## src/rtl/uart_bus_bridge.sv

```systemverilog
// UART debug bridge: 'W'/'R' command frames become single-word bus accesses through req/gnt arbitration.
// Waits indefinitely for grant; RX bytes are dropped while an access and its reply are in flight.
module uart_bus_bridge #(
  parameter int BAUD_DIV = 16,
  parameter int TIMEOUT  = 65535
) (
  input  logic        clk_i,
  input  logic        reset_i,
  input  logic        uart_rx_i,
  output logic        uart_tx_o,
  output logic        req_o,
  input  logic        gnt_i,
  output logic [31:0] addr_o,
  output logic [31:0] wdata_o,
  input  logic [31:0] rdata_i,
  output logic [1:0]  size_o,
  output logic        rd_o,
  output logic        wr_o
);

  localparam int CW = $clog2(BAUD_DIV);
  localparam int TW = $clog2(TIMEOUT + 1);
  localparam logic [CW-1:0] BAUD_LAST = CW'(BAUD_DIV - 1);
  localparam logic [CW-1:0] BAUD_HALF = CW'(BAUD_DIV / 2 - 1);
  localparam logic [TW-1:0] TO_LAST   = TW'(TIMEOUT);

  typedef enum logic [1:0] {RX_IDLE, RX_START, RX_DATA, RX_STOP} rx_state_t;
  typedef enum logic [2:0] {S_IDLE, S_OP, S_ADDR, S_DATA, S_REQ, S_ACC, S_RDCAP, S_RESP} state_t;

  logic            r_rx_s1, r_rx_s2, r_rx_s3;
  rx_state_t       r_rx_state;
  logic [CW-1:0]   r_rx_cnt;
  logic [2:0]      r_rx_bit;
  logic [7:0]      r_rx_sr;
  logic            r_rx_vld;
  logic [7:0]      r_rx_dat;

  logic [9:0]      r_tx_sr;
  logic [CW-1:0]   r_tx_cnt;
  logic [3:0]      r_tx_bit;
  logic            r_tx_busy;
  logic            w_tx_rdy;
  logic            w_tx_load;

  state_t          r_state;
  logic [7:0]      r_op;
  logic            r_is_wr;
  logic [1:0]      r_byte_cnt;
  logic [23:0]     r_shift;
  logic [31:0]     r_addr;
  logic [31:0]     r_wdata;
  logic            r_req;
  logic            r_rd;
  logic            r_wr;
  logic [31:0]     r_resp_word;
  logic [2:0]      r_resp_cnt;
  logic [TW-1:0]   r_to_cnt;
  logic            w_to_active;
  logic            w_to_hit;

  always_ff @(posedge clk_i or negedge reset_i) begin
    if (!reset_i) begin
      r_rx_s1    <= 1'b1;
      r_rx_s2    <= 1'b1;
      r_rx_s3    <= 1'b1;
      r_rx_state <= RX_IDLE;
      r_rx_cnt   <= '0;
      r_rx_bit   <= '0;
      r_rx_sr    <= '0;
      r_rx_vld   <= 1'b0;
      r_rx_dat   <= '0;
    end else begin
      r_rx_s1  <= uart_rx_i;
      r_rx_s2  <= r_rx_s1;
      r_rx_s3  <= r_rx_s2;
      r_rx_vld <= 1'b0;
      case (r_rx_state)
        RX_IDLE: begin
          if (r_rx_s3 && !r_rx_s2) begin
            r_rx_state <= RX_START;
            r_rx_cnt   <= '0;
          end
        end
        RX_START: begin
          // A start bit that is high again at mid-bit was a glitch.
          if (r_rx_cnt == BAUD_HALF) begin
            r_rx_cnt   <= '0;
            r_rx_bit   <= '0;
            r_rx_state <= r_rx_s2 ? RX_IDLE : RX_DATA;
          end else begin
            r_rx_cnt <= r_rx_cnt + 1'b1;
          end
        end
        RX_DATA: begin
          if (r_rx_cnt == BAUD_LAST) begin
            r_rx_cnt <= '0;
            r_rx_sr  <= {r_rx_s2, r_rx_sr[7:1]};
            r_rx_bit <= r_rx_bit + 1'b1;
            if (r_rx_bit == 3'd7) r_rx_state <= RX_STOP;
          end else begin
            r_rx_cnt <= r_rx_cnt + 1'b1;
          end
        end
        RX_STOP: begin
          if (r_rx_cnt == BAUD_LAST) begin
            r_rx_cnt   <= '0;
            r_rx_state <= RX_IDLE;
            if (r_rx_s2) begin
              r_rx_vld <= 1'b1;
              r_rx_dat <= r_rx_sr;
            end
          end else begin
            r_rx_cnt <= r_rx_cnt + 1'b1;
          end
        end
        default: r_rx_state <= RX_IDLE;
      endcase
    end
  end

  // Accepting a new byte on the final stop-bit cycle keeps reply bytes gapless.
  assign w_tx_rdy  = !r_tx_busy || ((r_tx_cnt == BAUD_LAST) && (r_tx_bit == 4'd9));
  assign w_tx_load = (r_state == S_RESP) && (r_resp_cnt != 3'd0) && w_tx_rdy;

  always_ff @(posedge clk_i or negedge reset_i) begin
    if (!reset_i) begin
      r_tx_sr   <= '1;
      r_tx_cnt  <= '0;
      r_tx_bit  <= '0;
      r_tx_busy <= 1'b0;
    end else if (w_tx_load) begin
      r_tx_sr   <= {1'b1, r_resp_word[31:24], 1'b0};
      r_tx_cnt  <= '0;
      r_tx_bit  <= '0;
      r_tx_busy <= 1'b1;
    end else if (r_tx_busy) begin
      if (r_tx_cnt == BAUD_LAST) begin
        r_tx_cnt <= '0;
        r_tx_sr  <= {1'b1, r_tx_sr[9:1]};
        if (r_tx_bit == 4'd9) r_tx_busy <= 1'b0;
        else                  r_tx_bit  <= r_tx_bit + 1'b1;
      end else begin
        r_tx_cnt <= r_tx_cnt + 1'b1;
      end
    end
  end

  assign w_to_active = (r_state == S_OP) || (r_state == S_ADDR) || (r_state == S_DATA);
  assign w_to_hit    = w_to_active && (r_to_cnt == TO_LAST);

  always_ff @(posedge clk_i or negedge reset_i) begin
    if (!reset_i)                     r_to_cnt <= '0;
    else if (!w_to_active || r_rx_vld) r_to_cnt <= '0;
    else if (r_to_cnt != TO_LAST)     r_to_cnt <= r_to_cnt + 1'b1;
  end

  always_ff @(posedge clk_i or negedge reset_i) begin
    if (!reset_i) begin
      r_state     <= S_IDLE;
      r_op        <= '0;
      r_is_wr     <= 1'b0;
      r_byte_cnt  <= '0;
      r_shift     <= '0;
      r_addr      <= '0;
      r_wdata     <= '0;
      r_req       <= 1'b0;
      r_rd        <= 1'b0;
      r_wr        <= 1'b0;
      r_resp_word <= '0;
      r_resp_cnt  <= '0;
    end else begin
      case (r_state)
        S_IDLE: begin
          if (r_rx_vld) begin
            r_op    <= r_rx_dat;
            r_state <= S_OP;
          end
        end
        S_OP: begin
          r_byte_cnt <= '0;
          if (r_op == 8'h57 || r_op == 8'h52) begin
            r_is_wr <= (r_op == 8'h57);
            r_state <= S_ADDR;
          end else begin
            r_resp_word <= {8'h3F, 24'h0};
            r_resp_cnt  <= 3'd1;
            r_state     <= S_RESP;
          end
        end
        S_ADDR: begin
          if (r_rx_vld) begin
            r_shift    <= {r_shift[15:0], r_rx_dat};
            r_byte_cnt <= r_byte_cnt + 1'b1;
            if (r_byte_cnt == 2'd3) begin
              r_addr <= {r_shift, r_rx_dat[7:2], 2'b00};
              if (r_is_wr) begin
                r_state <= S_DATA;
              end else begin
                r_state <= S_REQ;
                r_req   <= 1'b1;
              end
            end
          end else if (w_to_hit) begin
            r_state <= S_IDLE;
          end
        end
        S_DATA: begin
          if (r_rx_vld) begin
            r_shift    <= {r_shift[15:0], r_rx_dat};
            r_byte_cnt <= r_byte_cnt + 1'b1;
            if (r_byte_cnt == 2'd3) begin
              r_wdata <= {r_shift, r_rx_dat};
              r_state <= S_REQ;
              r_req   <= 1'b1;
            end
          end else if (w_to_hit) begin
            r_state <= S_IDLE;
          end
        end
        S_REQ: begin
          if (gnt_i) begin
            r_state <= S_ACC;
            if (r_is_wr) r_wr <= 1'b1;
            else         r_rd <= 1'b1;
          end
        end
        S_ACC: begin
          // Grant is not re-examined here: the strobe is already on the bus.
          r_rd <= 1'b0;
          r_wr <= 1'b0;
          if (r_is_wr) begin
            r_req       <= 1'b0;
            r_resp_word <= {8'h4B, 24'h0};
            r_resp_cnt  <= 3'd1;
            r_state     <= S_RESP;
          end else begin
            r_state <= S_RDCAP;
          end
        end
        S_RDCAP: begin
          r_resp_word <= rdata_i;
          r_resp_cnt  <= 3'd4;
          r_req       <= 1'b0;
          r_state     <= S_RESP;
        end
        S_RESP: begin
          if (w_tx_load) begin
            r_resp_word <= {r_resp_word[23:0], 8'h00};
            r_resp_cnt  <= r_resp_cnt - 1'b1;
          end else if (r_resp_cnt == 3'd0 && !r_tx_busy) begin
            r_state <= S_IDLE;
          end
        end
        default: r_state <= S_IDLE;
      endcase
    end
  end

  assign uart_tx_o = r_tx_sr[0];
  assign req_o     = r_req;
  assign rd_o      = r_rd;
  assign wr_o      = r_wr;
  assign addr_o    = r_addr;
  assign wdata_o   = r_wdata;
  assign size_o    = 2'b10;

endmodule

```

## config.mk

```make
export PLATFORM = sky130hd
export DESIGN_NAME = uart_bus_bridge
export DESIGN_NICKNAME = d
export VERILOG_FILES = /design/src/rtl/uart_bus_bridge.sv
export SDC_FILE = /design/constraint.sdc
export NUM_CORES = 1
export LEC_CHECK = 0
export ABC_AREA = 1
export CAP_MARGIN = 10
export CORE_ASPECT_RATIO = 2
export CORE_MARGIN = 2
export CORE_UTILIZATION = 55
export CTS_BUF_LIST = sky130_fd_sc_hd__clkbuf_8
export CTS_CLUSTER_SIZE = 30
export DETAILED_ROUTE_END_ITERATION = 7
export GPL_ROUTABILITY_DRIVEN = 0
export PLACE_DENSITY = 0.91
export SLEW_MARGIN = 0
export SYNTH_ARGS = -nofsm -noshare
export SYNTH_HDL_FRONTEND = slang
export SYNTH_SLANG_ARGS = --single-unit
```

## constraint.sdc

```tcl
create_clock -name clk_i -period 4.2 [get_ports clk_i]
set_clock_uncertainty 0.15 [all_clocks]
set_input_delay 1.05 -clock clk_i [delete_from_list [all_inputs] [get_ports clk_i]]
set_output_delay 1.05 -clock clk_i [all_outputs]
set_load 0.01 [all_outputs]
```

After elaboration in Yosys (flattened, before gate mapping)
Cells that the tools add are included.
- eq/ne operators: 43
- add/subtract/negate cells: 7
- muxes and demuxes: 68
- reductions and logical operators: 45
- operators with widths (operator ; count):
    $pmux 32 s4 ; 1
    $mux 32 ; 3
    $mux 3 ; 16
    $mux 4 ; 10
    $ne 2x2->1 const B ; 17
    $mux 16 ; 2
    $mux 10 ; 3
    $pmux 3 s8 ; 1
    $reduce_and 3->1 ; 7
    $mux 1 ; 17
    $add 16x1->16 const B ; 1
    $eq 16x16->1 const B ; 1
    $eq 8x7->1 const B ; 2
    $ne 16x16->1 const B ; 1
    $eq 3x3->1 const B ; 5
    $mux 2 ; 7
    $add 4x1->4 const B ; 3
    $eq 4x4->1 const B ; 3
    $pmux 3 s4 ; 1
    $pmux 4 s3 ; 1
    $reduce_and 2->1 ; 6
    $reduce_bool 2->1 ; 6
    $ne 2x1->1 const B ; 4
    $pmux 2 s4 ; 1
    25 further kinds ; 44
- bits of input ports: 36
- register bits: 202
- word-level logic and storage cells: 189
- output and inout bits: 70

Longest topological paths before layout
Gate-level depths: netlist (run 1).
- word-level depth: 7
- gate-level depth with buffers: 12
- depth with buffers taken out: 10

Worst setup path after synthesis (run 1)
Ideal clock, no wire load.
- kind: input-to-reg
- start: in gnt_i
- end: reg r_state[0]
- path buffers: 0
- required time: 3.934 ns
- arrival: 1.556 ns
- library setup time: 0.116 ns
- stages on the path: 6
- slack: 2.378 ns
- path through: nand3b_1 -> nand3_1 -> nor2_1 -> nand2_1 -> nand2_1 -> nand2_1
- longest elaborated chain between the ends: 2
- ends and longest elaborated chain (what ; RTL line ; text):
    start, declared ; 12 ; input logic gnt_i,
    $ne 2x2->1 (no line) ; -- ;
    $reduce_and 6->1 (no line) ; -- ;
    end signal, assigned ; 159 ; r_state <= S_IDLE;
    end signal, assigned ; 176 ; r_state <= S_OP;
    end signal, assigned ; 183 ; r_state <= S_ADDR;
    end, declared ; 45 ; state_t r_state;
Every way passes these cells.
A chain may end at the register's enable or synchronous reset.

Final worst setup path (run 1)
- start: reg r_tx_sr[0]
- end: out uart_tx_o
- RTL lines (what ; RTL line ; text):
    start, declared ; 38 ; logic [9:0] r_tx_sr;
    start signal, assigned ; 132 ; r_tx_sr <= {1'b1, r_resp_word[31:24], 1'b0};
    start signal, assigned ; 139 ; r_tx_sr <= {1'b1, r_tx_sr[9:1]};
    end, declared ; 10 ; output logic uart_tx_o,
No word-level cell between the ends.

==> impl_metrics.yaml, run 1 <==
outcome:
  outcome: "finished, final reports clean"
finish:
  instances_no_fill: 1374
  mostFrequentLayoutCells: "nand2_1, dfrtp_1, o21ai_0"
  multi_input_area_mm2: 0.003369
  regArea_mm2: 0.005045
  area_delta_synth_final_pct: 18.18
  drive_gt1_frac: 0.08120
  final_common_cell: "nand2_1"
  finalInstanceArea_mm2: 0.01070
  final_util: 0.6609
  final_net_count: 1193
  n_antenna_cell: 0
  nFillCells: 1266
clocking:
  cts-root-buf: "clkbuf_8"
  clk_pin_slew_worst_paths_ns: 0.07
  post-cts-setup-buffer-count: 0
  cts.sinks: 201
  cts_tree: "yes"
  postCtsHoldBufs: 0
  cts_buffers: 29
  htreeDepth: 1
  ctsResizeCount: 0
  clk_latency_ns: 0.55
  cts_buffer_depth: 3
grt:
  gr-usage-all-layers: 0.2568
  grt_pass1_wl_mm: 35.90
  gr-total-overflow: 0
  grt_antenna_before_repair: 0
  grt_pass1_vias: 7631
  grt_start_max_net_pins: 76
critical_path:
  slowest_stage: "dfstp_2"
  cp-startpoint: "r_tx_sr[0]"
  endpoint: "uart_tx_o"
  rr_worst_depth: 7
  path_cells: "clkdlybuf4s50_1"
  crit_arrival_ns: 1.62
  reg2reg_slack_ns: 1.61
  path_max_fanout: 2
  crit_family: "flip-flops"
  critPathCaptureType: "output port"
  cp.depth: 1
  cp-start-kind: "flop"
  critPathKind: "reg2out"
  crit_required_ns: 3.00
  cpPeakStageDelay_ns: 0.55
  worstReg2RegStart: "r_state[1]"
  worstReg2RegEnd: "r_resp_word[26]"
  worst-path-buf-inv: 1
power_and_ir_drop:
  ir_drop_uv: 329.8
  total_power_mw: 5.535
  swShare: 0.3545
  switchingPower_mw: 1.962
  p_comb_frac: 0.261
  power.density_mw_per_mm2: 517.4
  leakagePower_nw: 5.076
  seqPwrFrac: 0.457
  internal_power_mw: 3.573
  pwr-share-clk: 0.282
sta:
  report.final.slew_viol_count: 0
  fin_ws_ns: 1.381
  fmax_mhz: 354.7
  slew_headroom: 0.3068
  hold_violations: 0
  rsz0062_at_grt: "false"
  min_period_over_period: 0.6712
  fin_crit_ns: 2.819
  holdWs_ns: 0.2062
  worst_slew_pin_slew_ns: 1.036
  setup_viol: 0
  setup_tns_ns: 0
floorplan:
  dieHeight_um: 185.4
  core_mm2: 0.01619
  die_area_mm2: 0.01756
  num_rows: 66
  io_pins: 106
  initial_utilization: 0.5593
  die_x_um: 94.72
hold_path:
  hold_path_class: "reg2reg"
flow_run:
  drv_cap: 0
logic_synthesis:
  syn_area_per_cell_um2: 8.581
  async_flop_share: 1.000
  yosys_warnings: 0
  synthCells: 1055
  synth_cell_type_count: 39
  synthesis.area_mm2: 0.009052
  ys_seq_area_frac: 0.5573
  ys_seq_elements: 201
  yosys_most_used_dff: "dfrtp_1"
  synth_edf_count: 0
routing:
  wl_mm: 21.65
  num_vias: 7485
  wl_per_cell_um: 15.76
  drc: 0
  viasPerCell: 5.448
  antenna_left: 0
  drt_first_iter_violations: 425
  drt_pass1_iterations: 6
placement:
  preCtsSetupSlack_ns: 1.654
  place_inst: 1320
  placed_area_mm2: 0.01010
  io_buffers: 101
  place_hpwl_mm: 14.59
[cells by family after synthesis]
logic type,synth area share
buf+inv,0.07187
simple gates,0.2618
xor+xnor,0.006773
compound gates,0.08528
flops,0.5573
other cells,0.0008296
mux,0.002350
fa+ha+maj,0.01382
[metal layers]
| layer | GRT usage | vias to the layer above | share of wire |
|---|---|---|---|
| met5 | 0 | - | 0 |
| met4 | 0.1623 | 0 | 0.065 |
| met3 | 0.05248 | 95 | 0.052 |
| met2 | 0.4443 | 237 | 0.53 |
| met1 | 0.2809 | 3586 | 0.35 |
| li1 | - | 3567 | - |
[Yosys cell counts (3+ instances only)]
cell | number | area share
nor2_4 | 6 | 0.0075
nand3_4 | 3 | 0.0058
clkbuf_1 | 19 | 0.0079
or2_2 | 4 | 0.0028
nor2_1 | 47 | 0.019
buf_4 | 6 | 0.0050
a31o_2 | 3 | 0.0029
nand3_1 | 76 | 0.042
nor3_1 | 4 | 0.0022
buf_6 | 10 | 0.012
inv_1 | 90 | 0.037
buf_2 | 14 | 0.0077
dfstp_2 | 12 | 0.035
a21oi_1 | 7 | 0.0039
o21ai_0 | 129 | 0.071
xor2_1 | 5 | 0.0048
nand2_1 | 357 | 0.15
dfrtp_1 | 189 | 0.52
ha_1 | 10 | 0.014
nand4_1 | 34 | 0.023
[worst min path at each step]
stage	from	endpoint	depth (start not counted)
2_1_floorplan	r_rx_s1	r_rx_s2	0
3_3_place_gp	r_rx_s1	r_rx_s2	0
3_5_place_dp	r_rx_s1	r_rx_s2	0
4_1_cts	r_rx_s1	r_rx_s2	0
5_1_grt	r_rx_s1	r_rx_s2	0
6_report	r_rx_s1	r_rx_s2	0
[state kept, by name, summed over array words and instances, names as in the netlist, 8 cells and up, named ones only]
signal	flops
addr_o	30
r_op	8
r_resp_word	32
r_rx_dat	8
r_rx_sr	8
r_shift	24
r_to_cnt	16
r_tx_sr	9
wdata_o	32
[layout make-up]
cell class | instances | share of cell area
clock buffers | 35 | 0.04503
well taps | 204 | 0.02386
repair buffers | 108 | 0.1009
clock inverters | 19 | 0.01076
flip-flops and latches | 201 | 0.4716
multi-input cells | 714 | 0.3150
inverters | 93 | 0.03287
[power by group through the flow]
stage,combinational (mW),sequential (mW),clock [mW]
after global placement,1.37,2.53,0
after floorplan,1.24,2.44,0
after global routing,1.65,2.56,1.69
final,1.44,2.53,1.56
after CTS,1.45,2.52,1.59
after detailed placement,1.43,2.55,0
(Power assumes the default switching activity.)
==> run 2, diff against run 1 <==
--- a/config.mk
+++ b/config.mk
@@ -9,12 +9,12 @@
 export CAP_MARGIN = 10
 export CORE_ASPECT_RATIO = 2
 export CORE_MARGIN = 2
-export CORE_UTILIZATION = 55
+export CORE_UTILIZATION = 52
 export CTS_BUF_LIST = sky130_fd_sc_hd__clkbuf_8
 export CTS_CLUSTER_SIZE = 30
 export DETAILED_ROUTE_END_ITERATION = 7
 export GPL_ROUTABILITY_DRIVEN = 0
-export PLACE_DENSITY = 0.91
+export PLACE_DENSITY = 0.9
 export SLEW_MARGIN = 0
 export SYNTH_ARGS = -nofsm -noshare
 export SYNTH_HDL_FRONTEND = slang
==> constraint.sdc (replaced) <==
create_clock -name clk_i -period 2.55 [get_ports clk_i]
set_clock_uncertainty 0.15 [all_clocks]
set_input_delay 0.6375 -clock clk_i [delete_from_list [all_inputs] [get_ports clk_i]]
set_output_delay 0.6375 -clock clk_i [all_outputs]
set_load 0.01 [all_outputs]
==> run 2 against run 1 <==
Against the previous run: wire length is 2.1% higher; count of clock-buffer cells in the layout is 2 higher; cell count increased by 0.80%; largest power group unchanged; highest routed layer unchanged.
==> impl_metrics.yaml, run 2 (synthesis results as in run 1) <==
outcome:
  outcome: "finished, final reports clean"
clocking:
  cts_tree: "yes"
  clk_pin_slew_worst_paths_ns: 0.07
  cts.sinks: 201
  htreeDepth: 1
  cts_buffer_depth: 3
  clk_latency_ns: 0.57
  cts-root-buf: "clkbuf_8"
  cts_buffers: 29
placement:
  io_buffers: 101
  place_hpwl_mm: 15.13
flow_run:
  drv_cap: 0
sta:
  slew_headroom: 0.5783
  setup_tns_ns: 0
  fmax_mhz: 416.8
  min_period_over_period: 0.9409
  hold_violations: 0
  holdWs_ns: 0.1988
  rsz0062_at_grt: "false"
  setup_viol: 0
  fin_crit_ns: 2.399
  report.final.slew_viol_count: 0
  worst_slew_pin_slew_ns: 0.6319
grt:
  grt_pass1_vias: 7647
  grt_antenna_before_repair: 0
  gr-total-overflow: 0
  grt_start_max_net_pins: 65
  grt_pass1_wl_mm: 36.28
  gr-usage-all-layers: 0.2373
routing:
  antenna_left: 0
  drc: 0
  drt_pass1_iterations: 6
  num_vias: 7604
  drt_first_iter_violations: 437
  wl_per_cell_um: 15.96
  wl_mm: 22.10
  viasPerCell: 5.490
critical_path:
  rr_worst_depth: 10
  path_cells: "clkdlybuf4s50_1"
  crit_family: "flip-flops"
  crit_arrival_ns: 1.61
  cp.depth: 1
  slowest_stage: "dfstp_2"
  worst-path-buf-inv: 1
  critPathCaptureType: "output port"
  cpPeakStageDelay_ns: 0.53
  cp-start-kind: "flop"
  path_max_fanout: 2
  crit_required_ns: 1.76
  critPathKind: "reg2out"
finish:
  final_common_cell: "nand2_1"
  drive_gt1_frac: 0.09106
  area_delta_synth_final_pct: 20.07
  mostFrequentLayoutCells: "nand2_1, dfrtp_1, o21ai_0"
  final_net_count: 1203
  n_antenna_cell: 0
  final_util: 0.6324
power_and_ir_drop:
  total_power_mw: 9.507
  power.density_mw_per_mm2: 874.6
  ir_drop_uv: 551.0
  leakagePower_nw: 5.142
floorplan:
  die_area_mm2: 0.01854
  core_mm2: 0.01719
  die_x_um: 97.30
  io_pins: 106
  initial_utilization: 0.5267
  dieHeight_um: 190.6
  num_rows: 68
hold_path:
  hold_path_class: "reg2reg"
  worstHoldPathCells: 0
==> run 2: routing by layer <==
layer | up-vias | wire length, um | GRT usage
met5 | - | 0 | 0
met4 | 0 | 1307 | 0.1271
li1 | 3586 | - | -
met3 | 96 | 1189 | 0.03812
met1 | 3649 | 7919 | 0.2628
met2 | 273 | 11690 | 0.4330
==> run 2: metrics by stage <==
stage	worst slack, ns	instances	instance area [um^2]
finish	0.1508	1385	10870
global route	0.01995	1385	10870
CTS	0.1279	1384	10860
detailed placement	0.1832	1334	10210
global placement	0.2454	1334	10210
floorplan	0.8456	1057	9060
==> run 2: worst paths after layout <==
kind / startpoint / endpoint / slack [ns]
min in group asynchronous: reset_i / wdata_o[29] / 0.46
worst min register to register: r_rx_s1 / r_rx_s2 / 0.20
worst max-delay path: r_tx_sr[0] / uart_tx_o / 0.15
worst min-delay path: r_rx_s1 / r_rx_s2 / 0.20
max in group asynchronous: reset_i / r_to_cnt[14] / 1.09
worst max register to register: r_resp_cnt[0] / r_resp_word[18] / 0.19
==> run 2: layout make-up <==
cell class                 count  area, um^2
clock buffer                  37       509.2
clock inverter                12       136.4
fill                        1340        6317
inverter                      93       351.6
multi-input combinational    715        3376
sequential                   201        5046
tap                          210       262.8
timing repair buffer         117        1187
==> run 2: timing repair <==
| action | in CTS | in global routing |
|---|---|---|
| hold buffers | 1 | 0 |
| setup endpoints to repair | 0 | 15 |
| resized for setup | 0 | 1 |
| endpoints found under the hold margin | 55 | 0 |
| setup buffers | 0 | 0 |
==> run 2: where the power goes <==
group          leakage, nW  switching [mW]  total [mW]  internal, mW
sequential            2.71           0.433        4.16          3.72
clock                0.351            1.25        2.85          1.61
combinational         2.08            1.66        2.50         0.844
total                 5.14            3.33        9.51          6.17
==> run 3, diff against run 2 <==
--- a/config.mk
+++ b/config.mk
@@ -9,12 +9,12 @@
 export CAP_MARGIN = 10
 export CORE_ASPECT_RATIO = 2
 export CORE_MARGIN = 2
-export CORE_UTILIZATION = 52
+export CORE_UTILIZATION = 30
 export CTS_BUF_LIST = sky130_fd_sc_hd__clkbuf_8
 export CTS_CLUSTER_SIZE = 30
 export DETAILED_ROUTE_END_ITERATION = 7
 export GPL_ROUTABILITY_DRIVEN = 0
-export PLACE_DENSITY = 0.9
+export PLACE_DENSITY = 0.49
 export SLEW_MARGIN = 0
 export SYNTH_ARGS = -nofsm -noshare
 export SYNTH_HDL_FRONTEND = slang
==> run 3 against run 2 <==
Against the previous run: combinational power about the same; flip-flop and latch count is the same; wire length is 1.6% lower; critical path depth did not move; global-route usage decreased by 9.8 points; hold slack better by 0.0069 ns; via count fell by 6.0%; cell count increased by 12%; highest routed layer unchanged.
==> impl_metrics.yaml, run 3 (synthesis results as in run 1) <==
power_and_ir_drop:
  ir_drop_uv: 408.3
  power.density_mw_per_mm2: 858.9
  total_power_mw: 9.583
  leakagePower_nw: 5.189
grt:
  grt_pass1_vias: 7258
  grt_start_max_net_pins: 65
  grt_antenna_before_repair: 0
  gr-usage-all-layers: 0.1388
  gr-total-overflow: 0
  grt_pass1_wl_mm: 36.15
placement:
  place_inst: 1493
  place_hpwl_mm: 14.33
  io_buffers: 101
  placed_area_mm2: 0.01043
  preCtsSetupSlack_ns: 0.1254
sta:
  fmax_mhz: 420.3
  holdWs_ns: 0.2057
  rsz0062_at_grt: "false"
  slew_headroom: 0.5594
  hold_violations: 0
  worst_slew_pin_slew_ns: 0.6602
  setup_tns_ns: 0
  report.final.slew_viol_count: 0
  fin_ws_ns: 0.1706
  setup_viol: 0
  fin_crit_ns: 2.379
  min_period_over_period: 0.9331
routing:
  viasPerCell: 4.597
  wl_per_cell_um: 14.00
  drt_pass1_iterations: 5
  antenna_left: 0
  num_vias: 7144
  drc: 0
  drt_first_iter_violations: 462
  wl_mm: 21.75
critical_path:
  path_cells: "clkdlybuf4s50_1"
  crit_family: "flip-flops"
  worst-path-buf-inv: 1
  rr_worst_depth: 7
  cpPeakStageDelay_ns: 0.53
  crit_arrival_ns: 1.59
  cp-start-kind: "flop"
  path_max_fanout: 2
  slowest_stage: "dfstp_2"
  crit_required_ns: 1.76
  critPathKind: "reg2out"
  cp.depth: 1
  critPathCaptureType: "output port"
floorplan:
  die_area_mm2: 0.03166
  num_rows: 90
  core_mm2: 0.02995
  io_pins: 106
  die_x_um: 126.8
  initial_utilization: 0.3022
  dieHeight_um: 249.7
clocking:
  cts_tree: "yes"
  cts_buffer_depth: 3
  clk_latency_ns: 0.54
  cts.sinks: 201
  post-cts-setup-buffer-count: 0
  htreeDepth: 2
  cts-root-buf: "clkbuf_8"
  cts_buffers: 34
  clk_pin_slew_worst_paths_ns: 0.06
flow_run:
  drv_cap: 0
hold_path:
  hold_path_class: "reg2reg"
  worstHoldPathCells: 0
finish:
  drive_gt1_frac: 0.09781
  final_net_count: 1210
  area_delta_synth_final_pct: 23.25
  final_util: 0.3725
  final_common_cell: "nand2_1"
  mostFrequentLayoutCells: "nand2_1, dfrtp_1, o21ai_0"
  nFillCells: 3089
  n_antenna_cell: 0
  finalInstanceArea_mm2: 0.01116
  instances_no_fill: 1554
outcome:
  outcome: "finished, final reports clean"
-- run 3: per-layer routing --
metal	GRT usage	vias up	routed length, um
met5	0	-	0
met3	0.03237	38	1091
met2	0.2307	158	10350
met1	0.1784	3327	9759
li1	-	3621	-
met4	0.04427	0	548
-- run 3: final cells by class --
class,count,area [um^2],share of cell area
Timing Repair Buffer,118,1207,0.1082
Tap cell,368,460.4,0.04127
Clock buffer,44,605.6,0.05428
Clock inverter,14,98.84,0.008859
Multi-Input combinational cell,716,3388,0.3037
Inverter,93,351.6,0.03151
Sequential cell,201,5045,0.4522
-- run 3: path summary, 6_finish.rpt --
kind / from / to / slack [ns]
max reg2reg: r_state[1] / r_resp_word[28] / 0.23
max: r_tx_sr[0] / uart_tx_o / 0.17
min: r_rx_s1 / r_rx_s2 / 0.21
max in group asynchronous: reset_i / r_tx_sr[8] / 1.11
min in group asynchronous: reset_i / addr_o[29] / 0.44
min reg2reg: r_rx_s1 / r_rx_s2 / 0.21
-- run 3: power breakdown --
group / total, mW / switching (mW) / internal (mW)
combinational: 2.47 / 1.63 / 0.843
sequential: 4.12 / 0.402 / 3.72
clock: 2.99 / 1.33 / 1.65
-- run 3: what timing repair did --
action | CTS | global route
hold buffers | 1 | 0
resized for setup | 0 | 0
hold endpoints to repair | 34 | 0
endpoints found under the setup margin | 0 | 35
